`config.mk`:
```
export PLATFORM = sky130hd
export DESIGN_NAME = capture_merge_arbiter_flat
export DESIGN_NICKNAME = d
export VERILOG_FILES = /design/src/rtl/capture_pkg.sv /design/src/rtl/capture_merge_arbiter_if.sv /design/src/rtl/pkt_counter.sv /design/src/rtl/capture_merge_arbiter.sv /design/src/flat_wrapper.sv
export SDC_FILE = /design/constraint.sdc
export NUM_CORES = 1
export LEC_CHECK = 0
export BUFFER_PORTS_ARGS = -buffer_cell sky130_fd_sc_hd__buf_2
export CORE_AREA = 2 2 519 521
export CTS_BUF_LIST = sky130_fd_sc_hd__clkbuf_8 sky130_fd_sc_hd__clkbuf_16
export DETAILED_ROUTE_END_ITERATION = 6
export DIE_AREA = 0 0 521 523
export PLACE_DENSITY = 0.3
export SYNTH_ARGS = -nofsm -noshare
export SYNTH_HDL_FRONTEND = slang
export SYNTH_SLANG_ARGS = --single-unit
```
`constraint.sdc`:
```
create_clock -name axi_aclk -period 2.1 [get_ports axi_aclk]
set_input_delay 0.21 -clock axi_aclk [delete_from_list [all_inputs] [get_ports axi_aclk]]
set_output_delay 0.21 -clock axi_aclk [all_outputs]
set_load 0.01 [all_outputs]
```
`src/rtl/capture_pkg.sv`:
```
// capture_pkg: shared state encoding and default starvation limit for the
// capture/forward merge arbiter.
package capture_pkg;
    typedef enum logic [1:0] {
        IDLE = 2'd0,
        GNT0 = 2'd1,
        GNT1 = 2'd2
    } arb_state_t;
    localparam int STARVE_LIMIT_DEFAULT = 4;
endpackage

```
`src/rtl/capture_merge_arbiter_if.sv`:
```
// capture_merge_arbiter_if: one AXI4-Stream beat bundle with master/slave views.
interface capture_merge_arbiter_if #(
    parameter int C_AXIS_DATA_WIDTH  = 256,
    parameter int C_AXIS_TUSER_WIDTH = 128
);
    logic [C_AXIS_DATA_WIDTH-1:0]   tdata;
    logic [C_AXIS_DATA_WIDTH/8-1:0] tstrb;
    logic [C_AXIS_TUSER_WIDTH-1:0]  tuser;
    logic                           tvalid;
    logic                           tready;
    logic                           tlast;
    modport master (output tdata, tstrb, tuser, tvalid, tlast, input tready);
    modport slave (input tdata, tstrb, tuser, tvalid, tlast, output tready);
endinterface

```
`src/rtl/pkt_counter.sv`:
```
// pkt_counter: 32-bit wrapping event counter with sync clear; only built
// when CAPTURE_MERGE_ARBITER_STATS_EN is defined.
`ifdef CAPTURE_MERGE_ARBITER_STATS_EN
module pkt_counter (
    input  logic        axi_aclk,
    input  logic        axi_reset,
    input  logic        en,
    output logic [31:0] cnt
);
    always_ff @(posedge axi_aclk) begin
        if (axi_reset) cnt <= '0;
        else if (en) cnt <= cnt + 32'd1;
    end
endmodule
`endif

```
`src/rtl/capture_merge_arbiter.sv`:
```
// capture_merge_arbiter: packet-granular 2:1 AXI4-Stream merge, input 0 preferred,
// input 1 protected by a starvation limit; stats via CAPTURE_MERGE_ARBITER_STATS_EN.
module capture_merge_arbiter
    import capture_pkg::*;
#(
    parameter int STARVE_LIMIT = STARVE_LIMIT_DEFAULT
) (
    input  logic                    axi_aclk,
    input  logic                    axi_reset,
    input  logic                    arb_en,
    capture_merge_arbiter_if.slave  s_axis_0,
    capture_merge_arbiter_if.slave  s_axis_1,
    capture_merge_arbiter_if.master m_axis,
    output logic [31:0]             pkt_cnt_0,
    output logic [31:0]             pkt_cnt_1
);
    localparam logic [7:0] LIMIT = 8'(STARVE_LIMIT);

    arb_state_t state, state_nx;
    logic [7:0] starve_cnt, starve_nx;
    logic       sel1, done;

    always_ff @(posedge axi_aclk) begin
        if (axi_reset) begin
            state      <= IDLE;
            starve_cnt <= '0;
        end else begin
            state      <= state_nx;
            starve_cnt <= starve_nx;
        end
    end

    assign sel1 = (state == GNT1);
    assign done = m_axis.tvalid && m_axis.tready && m_axis.tlast;

    // Grants are only decided in IDLE, which forces one bubble between packets.
    always_comb begin
        state_nx  = state;
        starve_nx = starve_cnt;
        case (state)
            IDLE: if (arb_en) begin
                if (s_axis_1.tvalid && (!s_axis_0.tvalid || starve_cnt == LIMIT)) begin
                    state_nx  = GNT1;
                    starve_nx = '0;
                end else if (s_axis_0.tvalid) begin
                    state_nx  = GNT0;
                    starve_nx = !s_axis_1.tvalid ? 8'd0 : (starve_cnt < LIMIT) ? starve_cnt + 8'd1 : LIMIT;
                end
            end
            GNT0, GNT1: state_nx = done ? IDLE : state;
            default: state_nx = IDLE;
        endcase
    end

    assign m_axis.tdata    = sel1 ? s_axis_1.tdata : s_axis_0.tdata;
    assign m_axis.tstrb    = sel1 ? s_axis_1.tstrb : s_axis_0.tstrb;
    assign m_axis.tuser    = sel1 ? s_axis_1.tuser : s_axis_0.tuser;
    assign m_axis.tlast    = sel1 ? s_axis_1.tlast : s_axis_0.tlast;
    assign m_axis.tvalid   = (state == GNT0) ? s_axis_0.tvalid : sel1 ? s_axis_1.tvalid : 1'b0;
    assign s_axis_0.tready = (state == GNT0) && m_axis.tready;
    assign s_axis_1.tready = sel1 && m_axis.tready;

`ifdef CAPTURE_MERGE_ARBITER_STATS_EN
    pkt_counter u_cnt_0 (.axi_aclk(axi_aclk), .axi_reset(axi_reset), .en(done && !sel1), .cnt(pkt_cnt_0));
    pkt_counter u_cnt_1 (.axi_aclk(axi_aclk), .axi_reset(axi_reset), .en(done && sel1), .cnt(pkt_cnt_1));
`else
    assign pkt_cnt_0 = '0;
    assign pkt_cnt_1 = '0;
`endif
endmodule

```
`src/flat_wrapper.sv`:
```
// flat-port wrapper written by rule: the top's interface ports become plain ports
module capture_merge_arbiter_flat import capture_pkg::*;
#(
    parameter int STARVE_LIMIT = STARVE_LIMIT_DEFAULT
)
  (axi_aclk, axi_reset, arb_en, pkt_cnt_0, pkt_cnt_1, s_axis_0_tdata, s_axis_0_tstrb, s_axis_0_tuser, s_axis_0_tvalid, s_axis_0_tlast, s_axis_0_tready, s_axis_1_tdata, s_axis_1_tstrb, s_axis_1_tuser, s_axis_1_tvalid, s_axis_1_tlast, s_axis_1_tready, m_axis_tdata, m_axis_tstrb, m_axis_tuser, m_axis_tvalid, m_axis_tlast, m_axis_tready);
  capture_merge_arbiter_if s_axis_0_i ();
  capture_merge_arbiter_if s_axis_1_i ();
  capture_merge_arbiter_if m_axis_i ();
  input  logic axi_aclk;
  input  logic axi_reset;
  input  logic arb_en;
  output logic [31:0] pkt_cnt_0;
  output logic [31:0] pkt_cnt_1;
  input wire logic [$bits(s_axis_0_i.tdata)-1:0] s_axis_0_tdata;
  input wire logic [$bits(s_axis_0_i.tstrb)-1:0] s_axis_0_tstrb;
  input wire logic [$bits(s_axis_0_i.tuser)-1:0] s_axis_0_tuser;
  input wire logic [$bits(s_axis_0_i.tvalid)-1:0] s_axis_0_tvalid;
  input wire logic [$bits(s_axis_0_i.tlast)-1:0] s_axis_0_tlast;
  output wire logic [$bits(s_axis_0_i.tready)-1:0] s_axis_0_tready;
  input wire logic [$bits(s_axis_1_i.tdata)-1:0] s_axis_1_tdata;
  input wire logic [$bits(s_axis_1_i.tstrb)-1:0] s_axis_1_tstrb;
  input wire logic [$bits(s_axis_1_i.tuser)-1:0] s_axis_1_tuser;
  input wire logic [$bits(s_axis_1_i.tvalid)-1:0] s_axis_1_tvalid;
  input wire logic [$bits(s_axis_1_i.tlast)-1:0] s_axis_1_tlast;
  output wire logic [$bits(s_axis_1_i.tready)-1:0] s_axis_1_tready;
  output wire logic [$bits(m_axis_i.tdata)-1:0] m_axis_tdata;
  output wire logic [$bits(m_axis_i.tstrb)-1:0] m_axis_tstrb;
  output wire logic [$bits(m_axis_i.tuser)-1:0] m_axis_tuser;
  output wire logic [$bits(m_axis_i.tvalid)-1:0] m_axis_tvalid;
  output wire logic [$bits(m_axis_i.tlast)-1:0] m_axis_tlast;
  input wire logic [$bits(m_axis_i.tready)-1:0] m_axis_tready;
  assign s_axis_0_i.tdata = s_axis_0_tdata;
  assign s_axis_0_i.tstrb = s_axis_0_tstrb;
  assign s_axis_0_i.tuser = s_axis_0_tuser;
  assign s_axis_0_i.tvalid = s_axis_0_tvalid;
  assign s_axis_0_i.tlast = s_axis_0_tlast;
  assign s_axis_0_tready = s_axis_0_i.tready;
  assign s_axis_1_i.tdata = s_axis_1_tdata;
  assign s_axis_1_i.tstrb = s_axis_1_tstrb;
  assign s_axis_1_i.tuser = s_axis_1_tuser;
  assign s_axis_1_i.tvalid = s_axis_1_tvalid;
  assign s_axis_1_i.tlast = s_axis_1_tlast;
  assign s_axis_1_tready = s_axis_1_i.tready;
  assign m_axis_tdata = m_axis_i.tdata;
  assign m_axis_tstrb = m_axis_i.tstrb;
  assign m_axis_tuser = m_axis_i.tuser;
  assign m_axis_tvalid = m_axis_i.tvalid;
  assign m_axis_tlast = m_axis_i.tlast;
  assign m_axis_i.tready = m_axis_tready;
  capture_merge_arbiter #(.STARVE_LIMIT(STARVE_LIMIT)) u_core (.axi_aclk(axi_aclk), .axi_reset(axi_reset), .arb_en(arb_en), .s_axis_0(s_axis_0_i), .s_axis_1(s_axis_1_i), .m_axis(m_axis_i), .pkt_cnt_0(pkt_cnt_0), .pkt_cnt_1(pkt_cnt_1));
endmodule
```
* Word level (Yosys, flattened, before mapping)
Index checks and enable logic that the tools add are counted.
Storage, ports and cells: output and inout bits 484, bits of input ports 840, register bits after elaboration 10
Operators by class: reductions and logical operators 12, magnitude comparators 1, multiplexer cells 15, add/sub/neg operators 1, eq/ne operators 6
Operators by type and width (number):
- $mux 256 | 1
- $mux 128 | 1
- $mux 32 | 1
- $mux 8 | 4
- $add 8x1->8 const B | 1
- $eq 8x3->1 const B | 1
- $lt 8x3->1 const B | 1
- $mux 2 | 4
- $reduce_and 3->1 | 2
- $logic_and 1x1->1 | 5
- $pmux 2 s2 | 1
- $mux 1 | 3
- $ne 3x2->1 const B | 1
- $eq 2x1->1 const B | 1
- $eq 2x2->1 const B | 1
- $logic_not 2->1 | 1
- $ne 2x1->1 const B | 1
- $ne 2x2->1 const B | 1
- $reduce_bool 2->1 | 1
- $reduce_or 2->1 | 1
- $logic_not 1->1 | 1
- $logic_or 1x1->1 | 1

* Depth between registers and ports, before layout
Gate-level depths: netlist of the first run.
depth after elaboration 7, mapped depth 7, gate-level depth less buffers 6

* Worst setup path before layout of the first run
No wires, ideal clock.
kind flip-flop to output port, start point register u_core.state[0], end point output port m_axis_tdata[125], setup slack 0.458 ns, stages on the path, launching flop included 8, data required time 1.890 ns, arrival time 1.432 ns, buffers on the path 4, cell sequence dfxtp_1 inv_1 ha_1 buf_4 buf_6 buf_6 buf_6 mux2_4
On the way: cells in the longest elaborated chain, start to end 2
Ends and longest elaborated chain:
- from (decl) | line capture_merge_arbiter.sv:19 | arb_state_t state, state_nx;
- from (signal assigned) | line capture_merge_arbiter.sv:28 | state <= state_nx;
- $eq 2x2->1 | line capture_merge_arbiter.sv:33 | assign sel1 = (state == GNT1);
- $mux 256 | line capture_merge_arbiter.sv:55 | assign m_axis.tdata = sel1 ? s_axis_1.tdata : s_axis_0.tdata;
- to (decl) | line flat_wrapper.sv:27 | output wire logic [$bits(m_axis_i.tdata)-1:0] m_axis_tdata;
Every way passes these cells.

* Worst setup path after layout of the first run
start point register u_core.state[0], end point output port m_axis_tdata[221]
The elaborated chain is that of the path after synthesis.

==> results of run 1 <==
## power by group through the flow
stage	clock network [uW]	registers, uW	logic (uW)
after floorplan	0	200	1560
after global placement	0	202	4460
after detailed placement	0	202	4450
after CTS	343	199	5170
after global routing	352	199	5920
final	333	199	5710
## flip-flops by register name, summed over array words and instances, names as in the netlist
name	count
u_core.state	2
u_core.starve_cnt	8
## critical path, cell delays in order, from the launching register on
cell,delay [ns]
sky130_fd_sc_hd__dfxtp_2,0.33
sky130_fd_sc_hd__inv_2,0.05
sky130_fd_sc_hd__ha_4,0.19
sky130_fd_sc_hd__buf_12,0.14
sky130_fd_sc_hd__buf_16,0.14
sky130_fd_sc_hd__buf_16,0.18
sky130_fd_sc_hd__buf_12,0.14
sky130_fd_sc_hd__buf_8,0.13
sky130_fd_sc_hd__mux2_4,0.30
sky130_fd_sc_hd__buf_6,0.15
## per-layer routing
metal	vias up	GRT usage, %	share of wire, %
li1	4838	-	-
met1	5675	15.7	40
met2	1431	19.1	41
met3	533	8.25	14
met4	180	3.61	4.0
met5	-	0	0.78
## synthesized netlist by cell type, drive strengths merged (3+ instances only)
master  instances
mux2          417
buf           111
dfxtp          10
and2            7
ha              5
inv             5
nand2           5
a21oi           3
## cells by family after synthesis
logic type / count (synthesis)
AOI/OAI and AO/OA: 15
adders and majority gates: 5
buffers and inverters: 116
DFF: 10
muxes: 417
other: 1
and+or+nand+nor: 26
## cell usage in the layout (no fill, tap or decap), drive strengths merged, types with 3 or more instances in the layout
cell type  instances
buf             1339
nand2              5
mux2             417
dfxtp             10
conb              64
a21oi              3
ha                 5
clkbuf            18
inv                5
diode            116
and2               7
## final timing paths
kind / end / from / slack, ns
setup / recovery: m_axis_tdata[221] / u_core.state[0] / -0.15
hold / removal: u_core.starve_cnt[2] / axi_reset / 0.26
setup reg to reg: u_core.state[1] / u_core.state[0] / 0.12
hold reg to reg: u_core.starve_cnt[2] / u_core.starve_cnt[2] / 0.48
## stage by stage
step | power, uW | instances
floorplan | 1760 | 653
global placement | 4660 | 5387
detailed placement | 4650 | 5387
CTS | 5710 | 5436
global route | 6470 | 5508
finish | 6240 | 5568
## timing repair
item / in CTS / in global routing
hold buffers: 0 / 0
gates resized for setup: 347 / 537
cloned: 15 / 17
buffers inserted: 31 / 10
setup endpoints to repair: 380 / 409
## final cells by class
| type | count | area (um^2) | area share [%] |
|---|---|---|---|
| diodes | 116 | 290 | 1.35 |
| repair buffers | 1355 | 10200 | 47.1 |
| clock buffers | 3 | 75.1 | 0.348 |
| inverters | 5 | 18.8 | 0.0870 |
| multi-input cells | 527 | 6380 | 29.6 |
| flip-flops and latches | 10 | 203 | 0.940 |
| well taps | 3552 | 4440 | 20.6 |
==> impl_results.md, run 1 <==
* Placed cell area at 17,000 um^2
* Fill cells at 31,396
* Standard-cell row count at 190
* Largest net degree at the start of global routing at 29
* Switching share of total power at 48.9%
* Synthesized flop and latch total at 10
* Fin nets at 2,747
* Final weighted congestion in routability-driven placement at 1.04
* Leakage component of the power at 0.00939 uW
* Failing checks: antenna violations, negative setup slack
* Number of enable flip-flop cells after synthesis at 0
* Area fraction of the dominant cell type after synthesis at 54.8%
* Remaining antenna violation count at 5
* Number of I/O pins at 1,324
* Vias in the first global route at 11,530
* Largest clock skew in the final design at 0.000454 ns
* Internal power consumption at 3190 uW
* YS warnings at 0
* Maximum ir drop on the vdd rail at 0.343 mV
* Pre-CTS worst setup slack at -0.133 ns
* Width of the die at 521 um
* Post-synthesis cell area at 6490 um^2
* CTS tree: built
* Total GRT Usage at 13.1%
* Number of violations reported at the end of detailed-routing iteration 0 at 612
* Share of layout cells above drive strength 1 at 93.8%
* Number of design rule violations left after detail routing at 0
* Clock edge transition at the registers on the reported setup and hold paths at 0.04 ns
* Required time at the worst-slack endpoint at 1.89 ns
* Num CTS Buffers at 3
* Synth Area in XOR/XNOR at 0%
* Post-synthesis share of cell area spent on full adders, half adders and majority gates at 0.963%
* Clock insertion delay at the later pin of the skew report at 0.24 ns
* CTS Sinks at 10
* Final period utilization at 107%
* Instance count of the mapped netlist at 590
* RSZ-0062 raised after global routing: true
* Max-slew violations at 0
* Estimated wirelength of the detail-placed design at 177,000 um
* Outcome: complete, but fails checks
* Setup slack after layout at -0.149 ns
* Setup_tns at -12.06 ns
* Number of stages on the worst hold path at 2
* Worst min path class: in2reg
* Power density relative to cell area at 289 nW/um^2
* Initial Utilization at 2.43%
* Combinational power share at 91.5%
* Worst hold-check slack at 0.255 ns
* Main combinational cell family by area after synthesis: multiplexers
* Post-synthesis average cell area at 11.0 um^2
* Height of the chip at 523 um
* Synth top area cells: sky130_fd_sc_hd__mux2_2 55%, sky130_fd_sc_hd__mux2_4 23%, sky130_fd_sc_hd__buf_4 9.8%
* Number of failing setup endpoints in the final timing report at 265
* Most area-hungry cell type in the Yosys netlist: sky130_fd_sc_hd__mux2_2
* Largest driver fanout on the critical path at 6
* Wire length of the first global-routing pass at 210,000 um
* Clock group share of total power at 5.3%
* Root Buffer Master: sky130_fd_sc_hd__clkbuf_16
* H-Tree Level Count at 1
* Tmin final at 2.25 ns
* Max capacitance violation total at 0
* Power spent charging and discharging nets at 3050 uW
* Cell depth of the worst flop-to-flop path at 9
* Final core area utilization at 8.08%
* Number of vias per cell after detailed routing at 2.27
* Synth async-reset ratio at 0%
* Element type at the critical path end: output port
* GRT Residual Overflow at 0
* Post-synthesis compound-gate area fraction at 1.70%
* Routed WL per cell at 34.2 um
* Routed Wire Length at 191,000 um
* Share of synthesized area spent on multiplexers at 78.1%
* Share of total power in sequential cells at 3.2%
* Final design area excluding fillers at 21,600 um^2
* Number of antenna violations at the first check in global routing at 295
* Pre-antenna DRT Iters at 5
* Sequential area share after synthesis at 3.08%
* Kind of launch point of the worst setup path: register
* Buffer levels on the longest clock path at 2
* Primary flip-flop cell chosen by synthesis mapping: sky130_fd_sc_hd__dfxtp_1
* Overall die area at 272,000 um^2
* Count of final hold-check violations at 0
* CP Data Arrival Time at 2.04 ns
* Input/output buffers at 1,259
* Type of the worst setup path: reg2out
* Vias at 12,657
* Synth-to-Final Area Change at 232%
* Unique masters post-synth at 32
* Post-Synth Simple-Gate Area at 2.41%
* Maximum operating frequency at 0.445 GHz
* Floorplan Core Area at 267,000 um^2
No activity file was read; power rests on OpenSTA's default activity.
==> run 2: changes to the inputs <==
--- a/config.mk
+++ b/config.mk
@@ -6,10 +6,12 @@
 export NUM_CORES = 1
 export LEC_CHECK = 0
 export BUFFER_PORTS_ARGS = -buffer_cell sky130_fd_sc_hd__buf_2
-export CORE_AREA = 2 2 519 521
+export CELL_PAD_IN_SITES_DETAIL_PLACEMENT = 1
+export CELL_PAD_IN_SITES_GLOBAL_PLACEMENT = 2
+export CORE_AREA = 2 2 522 524
 export CTS_BUF_LIST = sky130_fd_sc_hd__clkbuf_8 sky130_fd_sc_hd__clkbuf_16
 export DETAILED_ROUTE_END_ITERATION = 6
-export DIE_AREA = 0 0 521 523
+export DIE_AREA = 0 0 524 526
 export PLACE_DENSITY = 0.3
 export SYNTH_ARGS = -nofsm -noshare
 export SYNTH_HDL_FRONTEND = slang
==> impl_results.md, run 2 (synthesis results as in run 1) <==
* Required time at the worst-slack endpoint at 1.89 ns
* Number of buffers and inverters on the critical path at 5
* Cell family with most CP delay: buffers and inverters
* Number of I/O pins at 1,324
* Setup_tns at -2.66 ns
* Estimated wirelength of the detail-placed design at 185,000 um
* Vias at 12,331
* Maximum operating frequency at 0.462 GHz
* RSZ-0062 raised after global routing: true
* Final design area excluding fillers at 20,200 um^2
* Commonest cells after routing, fill and taps aside: 1,082 x sky130_fd_sc_hd__buf_2, 251 x sky130_fd_sc_hd__mux2_4, 166 x sky130_fd_sc_hd__mux2_2
* Input/output buffers at 1,259
* Final weighted congestion in routability-driven placement at 0.867
* Register with the most flip-flops: u_core.starve_cnt
* Total GRT Usage at 13.3%
* Overall die area at 276,000 um^2
* Number of violations reported at the end of detailed-routing iteration 0 at 470
* Wire length of the first global-routing pass at 218,000 um
* Largest registers ranked by flip-flop count: u_core.starve_cnt: 8 flops, u_core.state: 2 flops
* Cell depth of the worst flop-to-flop path at 9
* Element type at the critical path end: output port
* Maximum ir drop on the vdd rail at 0.157 mV
* Setup slack of the worst register-to-register path at 0.25 ns
* Number of failing setup endpoints in the final timing report at 122
* Buffer levels on the longest clock path at 2
* Worst min path class: in2reg
* Synth-to-Final Area Change at 211%
* Tmin final at 2.16 ns
* CTS tree: built
* Post-route total power at 5640 uW
* Kind of launch point of the worst setup path: register
* Number of antenna violations at the first check in global routing at 342
* Num CTS Buffers at 3
* Height of the chip at 526 um
* Most frequent standard cell in the layout excluding fill and tap cells: sky130_fd_sc_hd__buf_2
* Reg2Reg Launch Point: u_core.state[0]
* Share of layout cells above drive strength 1 at 93.8%
* Pin slew with the least headroom to its limit at 0.524 ns
* Number of stages on the worst hold path at 2
* Power density relative to cell area at 279 nW/um^2
* Highest-delay cell along the critical path: sky130_fd_sc_hd__mux2_4
* Critical path's largest stage delay at 0.35 ns
* Placed cell area at 17,100 um^2
* Largest driver fanout on the critical path at 12
* Vias in the first global route at 11,773
* Endpoint of the worst hold-timing path: u_core.starve_cnt[1]
* Type of the worst setup path: reg2out
* Floorplan Core Area at 270,000 um^2
* Leakage component of the power at 0.00886 uW
* Total of hold buffers inserted after clock tree synthesis at 0
* Pre-antenna DRT Iters at 4
* Critical register-to-register path endpoint: u_core.state[0]
* Final period utilization at 103%
* Initial Utilization at 2.41%
* Failing checks: negative setup slack
* Width of the die at 524 um
* CTS Sinks at 10
* Largest register FFs at 8
* Clock edge transition at the registers on the reported setup and hold paths at 0.04 ns
* Remaining max-slew budget at the tightest pin at 64.9%
* Routed Wire Length at 197,000 um
* Max capacitance violation total at 0
* Routed WL per cell at 35.5 um
* Number of vias per cell after detailed routing at 2.23
* Largest clock skew in the final design at 0.000525 ns
* CP Data Arrival Time at 1.95 ns
* Outcome: complete, but fails checks
* Startpoint of the most critical hold path: axi_reset
* Clock insertion delay at the later pin of the skew report at 0.23 ns
* GRT Residual Overflow at 0
* H-Tree Level Count at 1
* Largest net degree at the start of global routing at 33
* Number of design rule violations left after detail routing at 0
* Setup slack after layout at -0.0631 ns
* Root Buffer Master: sky130_fd_sc_hd__clkbuf_16
* Standard-cell row count at 191
* Count of final hold-check violations at 0
* Remaining antenna violation count at 0
* Worst-path cell chain: inv_2 > ha_4 > buf_12 > buf_16 > buf_6 > mux2_4 > buf_2
* Fin nets at 2,736
* Max-slew violations at 0
run 2: cell type report:
cell class,instances,area [um^2]
Tap cell,3570,4470
Clock buffer,3,75.1
Inverter,5,18.8
Fill cell,32281,250000
Timing Repair Buffer,1344,9040
Sequential cell,10,203
Antenna cell,80,200
Multi-Input combinational cell,527,6220
run 2: per-stage QoR:
stage	instances	utilization (%)	hold WS, ns	setup WS (ns)
final	5539	7.50	0.306	-0.0631
after floorplan	653	-	0.279	0.458
after CTS	5440	6.81	0.301	-0.0880
after detailed placement	5412	6.34	0.474	-0.00451
after global placement	5412	6.34	0.470	0.00640
after global routing	5481	7.44	0.306	-0.112
run 2: power breakdown:
group          switching [uW]  leakage, uW  internal [uW]
Clock                    85.2    0.0000375            247
Combinational            2690      0.00874           2420
Sequential               3.72    0.0000817            195
run 2: how the worst max path moves through the flow:
stage | from | slack [ns] | to | cells past startpoint
3_3_place_gp | u_core.state[0] | 0.006 | m_axis_tdata[2] | 6
5_1_grt | u_core.state[0] | -0.11 | m_axis_tdata[172] | 7
6_report | u_core.state[0] | -0.06 | m_axis_tdata[173] | 7
2_1_floorplan | u_core.state[0] | 0.46 | m_axis_tdata[125] | 7
3_5_place_dp | u_core.state[0] | -0.005 | m_axis_tdata[2] | 6
4_1_cts | u_core.state[0] | -0.09 | m_axis_tdata[154] | 7
run 2: timing repair:
| item | in CTS | in global routing |
|---|---|---|
| cloned | 7 | 18 |
| endpoints found under the setup margin | 357 | 354 |
| buffers inserted | 18 | 3 |
| gates resized for setup | 222 | 358 |
run 2: layer usage:
metal	up-vias	global-route usage [%]	share of wire (%)
met5	-	0	0.86
met4	250	0.541	1.7
met3	538	8.60	16
met2	1333	19.9	41
met1	5425	16.5	41
li1	4785	-	-
==> run 3: changes to the inputs <==
--- a/config.mk
+++ b/config.mk
@@ -13,6 +13,7 @@
 export DETAILED_ROUTE_END_ITERATION = 6
 export DIE_AREA = 0 0 524 526
 export PLACE_DENSITY = 0.3
+export REMOVE_ABC_BUFFERS = 1
 export SYNTH_ARGS = -nofsm -noshare
 export SYNTH_HDL_FRONTEND = slang
 export SYNTH_SLANG_ARGS = --single-unit
==> impl_results.md, run 3 (synthesis results as in run 1) <==
* Pin slew with the least headroom to its limit at 0.506 ns
* Register with the most flip-flops: u_core.starve_cnt
* Number of antenna violations at the first check in global routing at 303
* GRT Residual Overflow at 0
* Critical path's largest stage delay at 0.36 ns
* Largest clock skew in the final design at 0.00145 ns
* Fill cells at 32,308
* Cell depth of the worst flop-to-flop path at 7
* Remaining antenna violation count at 0
* Standard-cell row count at 191
* Root Buffer Master: sky130_fd_sc_hd__clkbuf_16
* Final weighted congestion in routability-driven placement at 0.967
* Highest-delay cell along the critical path: sky130_fd_sc_hd__mux2_4
* Internal power consumption at 2640 uW
* Pre-antenna DRT Iters at 4
* Share of total power in sequential cells at 3.5%
* Worst min path class: in2reg
* Number of I/O pins at 1,324
* Critical register-to-register path endpoint: u_core.state[1]
* Post-route total power at 5620 uW
* Vias at 12,169
* Clock edge transition at the registers on the reported setup and hold paths at 0.04 ns
* Setup slack of the worst register-to-register path at 0.24 ns
* Power density relative to cell area at 293 nW/um^2
* Combinational power share at 89.7%
* Setup slack after layout at -0.0989 ns
* Startpoint of the worst setup timing path: u_core.state[0]
* Endpoint of the worst hold-timing path: u_core.starve_cnt[2]
* Outcome: complete, but fails checks
* Max capacitance violation total at 0
* Pre-CTS worst setup slack at -0.136 ns
* Largest registers ranked by flip-flop count: u_core.starve_cnt: 8 flops, u_core.state: 2 flops
* Failing checks: negative setup slack
* Number of violations reported at the end of detailed-routing iteration 0 at 584
* Number of vias per cell after detailed routing at 2.20
* Routed WL per cell at 36.5 um
* Type of the worst setup path: reg2out
* Number of design rule violations left after detail routing at 0
* Fin nets at 2,719
* Setup_tns at -8.45 ns
* Reg2Reg Launch Point: u_core.state[0]
* Element type at the critical path end: output port
* Final period utilization at 105%
* Number of failing setup endpoints in the final timing report at 217
* Routed Wire Length at 202,000 um
* Wire length of the first global-routing pass at 225,000 um
* Estimated wirelength of the detail-placed design at 193,000 um
* Input/output buffers at 1,259
* Total GRT Usage at 13.8%
* Worst-path cell chain: inv_2 > ha_4 > buf_12 > buf_16 > buf_12 > buf_6 > mux2_4 > buf_6
* Overall die area at 276,000 um^2
* Num CTS Buffers at 3
* CTS tree: built
* Power spent charging and discharging nets at 2980 uW
* Share of layout cells above drive strength 1 at 93.8%
* Width of the die at 524 um
* Most frequent standard cell in the layout excluding fill and tap cells: sky130_fd_sc_hd__buf_2
* Maximum operating frequency at 0.455 GHz
* Clock group share of total power at 6.8%
* Tmin final at 2.20 ns
* H-Tree Level Count at 1
* Buffer levels on the longest clock path at 2
* RSZ-0062 raised after global routing: true
* Final design area excluding fillers at 19,200 um^2
* Clock insertion delay at the later pin of the skew report at 0.24 ns
* Switching share of total power at 53.0%
* Floorplan Core Area at 270,000 um^2
* CTS Sinks at 10
* Height of the chip at 526 um
* Required time at the worst-slack endpoint at 1.89 ns
* Leakage component of the power at 0.00839 uW
* Largest net degree at the start of global routing at 27
* Maximum ir drop on the vdd rail at 0.192 mV
* Synth-to-Final Area Change at 195%
* CP Data Arrival Time at 1.99 ns
* Count of final hold-check violations at 0
* Worst hold-check slack at 0.291 ns
* Kind of launch point of the worst setup path: register
* Largest register FFs at 8
* Number of stages on the worst hold path at 2
* Startpoint of the most critical hold path: axi_reset
* Total of hold buffers inserted after clock tree synthesis at 0
* Max-slew violations at 0
* Commonest cells after routing, fill and taps aside: 1,145 x sky130_fd_sc_hd__buf_2, 215 x sky130_fd_sc_hd__mux2_4, 202 x sky130_fd_sc_hd__mux2_2
* Initial Utilization at 2.41%
* Vias in the first global route at 11,729
* Largest driver fanout on the critical path at 5
* Number of buffers and inverters on the critical path at 6
* Cell family with most CP delay: buffers and inverters
* Placed cell area at 17,200 um^2
* Remaining max-slew budget at the tightest pin at 66.1%
run 3: cell count changes in the layout (fill, tap and decap cells not counted), moves of 8 or more:
| cell | before | now |
|---|---|---|
| sky130_fd_sc_hd__buf_6 | 137 | 111 |
| sky130_fd_sc_hd__diode_2 | 80 | 92 |
| sky130_fd_sc_hd__buf_12 | 25 | 15 |
| sky130_fd_sc_hd__buf_8 | 33 | 10 |
| sky130_fd_sc_hd__mux2_4 | 251 | 215 |
| sky130_fd_sc_hd__buf_2 | 1082 | 1145 |
| sky130_fd_sc_hd__mux2_2 | 166 | 202 |
| sky130_fd_sc_hd__buf_16 | 18 | 10 |
run 3: cell type report:
class                           count  area, um^2  area share [%]
Antenna cell                       92         230            1.20
Clock buffer                        4        88.8           0.463
Inverter                            5        18.8          0.0978
Multi-Input combinational cell    527        6080            31.7
Sequential cell                    10         203            1.06
Tap cell                         3570        4470            23.3
Timing Repair Buffer             1327        8100            42.2
run 3: how the worst max path moves through the flow:
| stage | end | slack, ns | cells past startpoint |
|---|---|---|---|
| floorplan | u_core.state[0] | -11.15 | 6 |
| global placement | m_axis_tdata[248] | -0.16 | 6 |
| detailed placement | m_axis_tdata[112] | -0.14 | 6 |
| CTS | m_axis_tdata[166] | -0.17 | 8 |
| global route | m_axis_tdata[225] | -0.15 | 6 |
| finish | m_axis_tdata[166] | -0.1 | 8 |
run 3: power by group through the flow:
stage | Combinational (uW) | Sequential [uW] | Clock [uW]
floorplan | 1770 | 200 | 0
global placement | 4690 | 202 | 0
detailed placement | 4660 | 202 | 0
CTS | 5000 | 199 | 395
global route | 5270 | 199 | 403
finish | 5040 | 199 | 382
run 3: repair_timing:
item                                    CTS  global route
gates cloned                              5             7
gates resized for setup                 207           150
setup buffers                             8             3
endpoints found under the setup margin  384           306
pin swaps                                 1             0
run 3: routing by layer:
layer,track usage [%],routed length [um]
met1,16.3,80300
met2,22.1,88700
met5,0,1590
met4,0.873,3170
met3,8.35,28500
run 3: per-stage QoR:
| step | cells | util, % |
|---|---|---|
| after floorplan | 542 | - |
| after global placement | 5419 | 6.36 |
| after detailed placement | 5419 | 6.36 |
| after CTS | 5435 | 6.75 |
| after global routing | 5475 | 7.06 |
| final | 5535 | 7.11 |
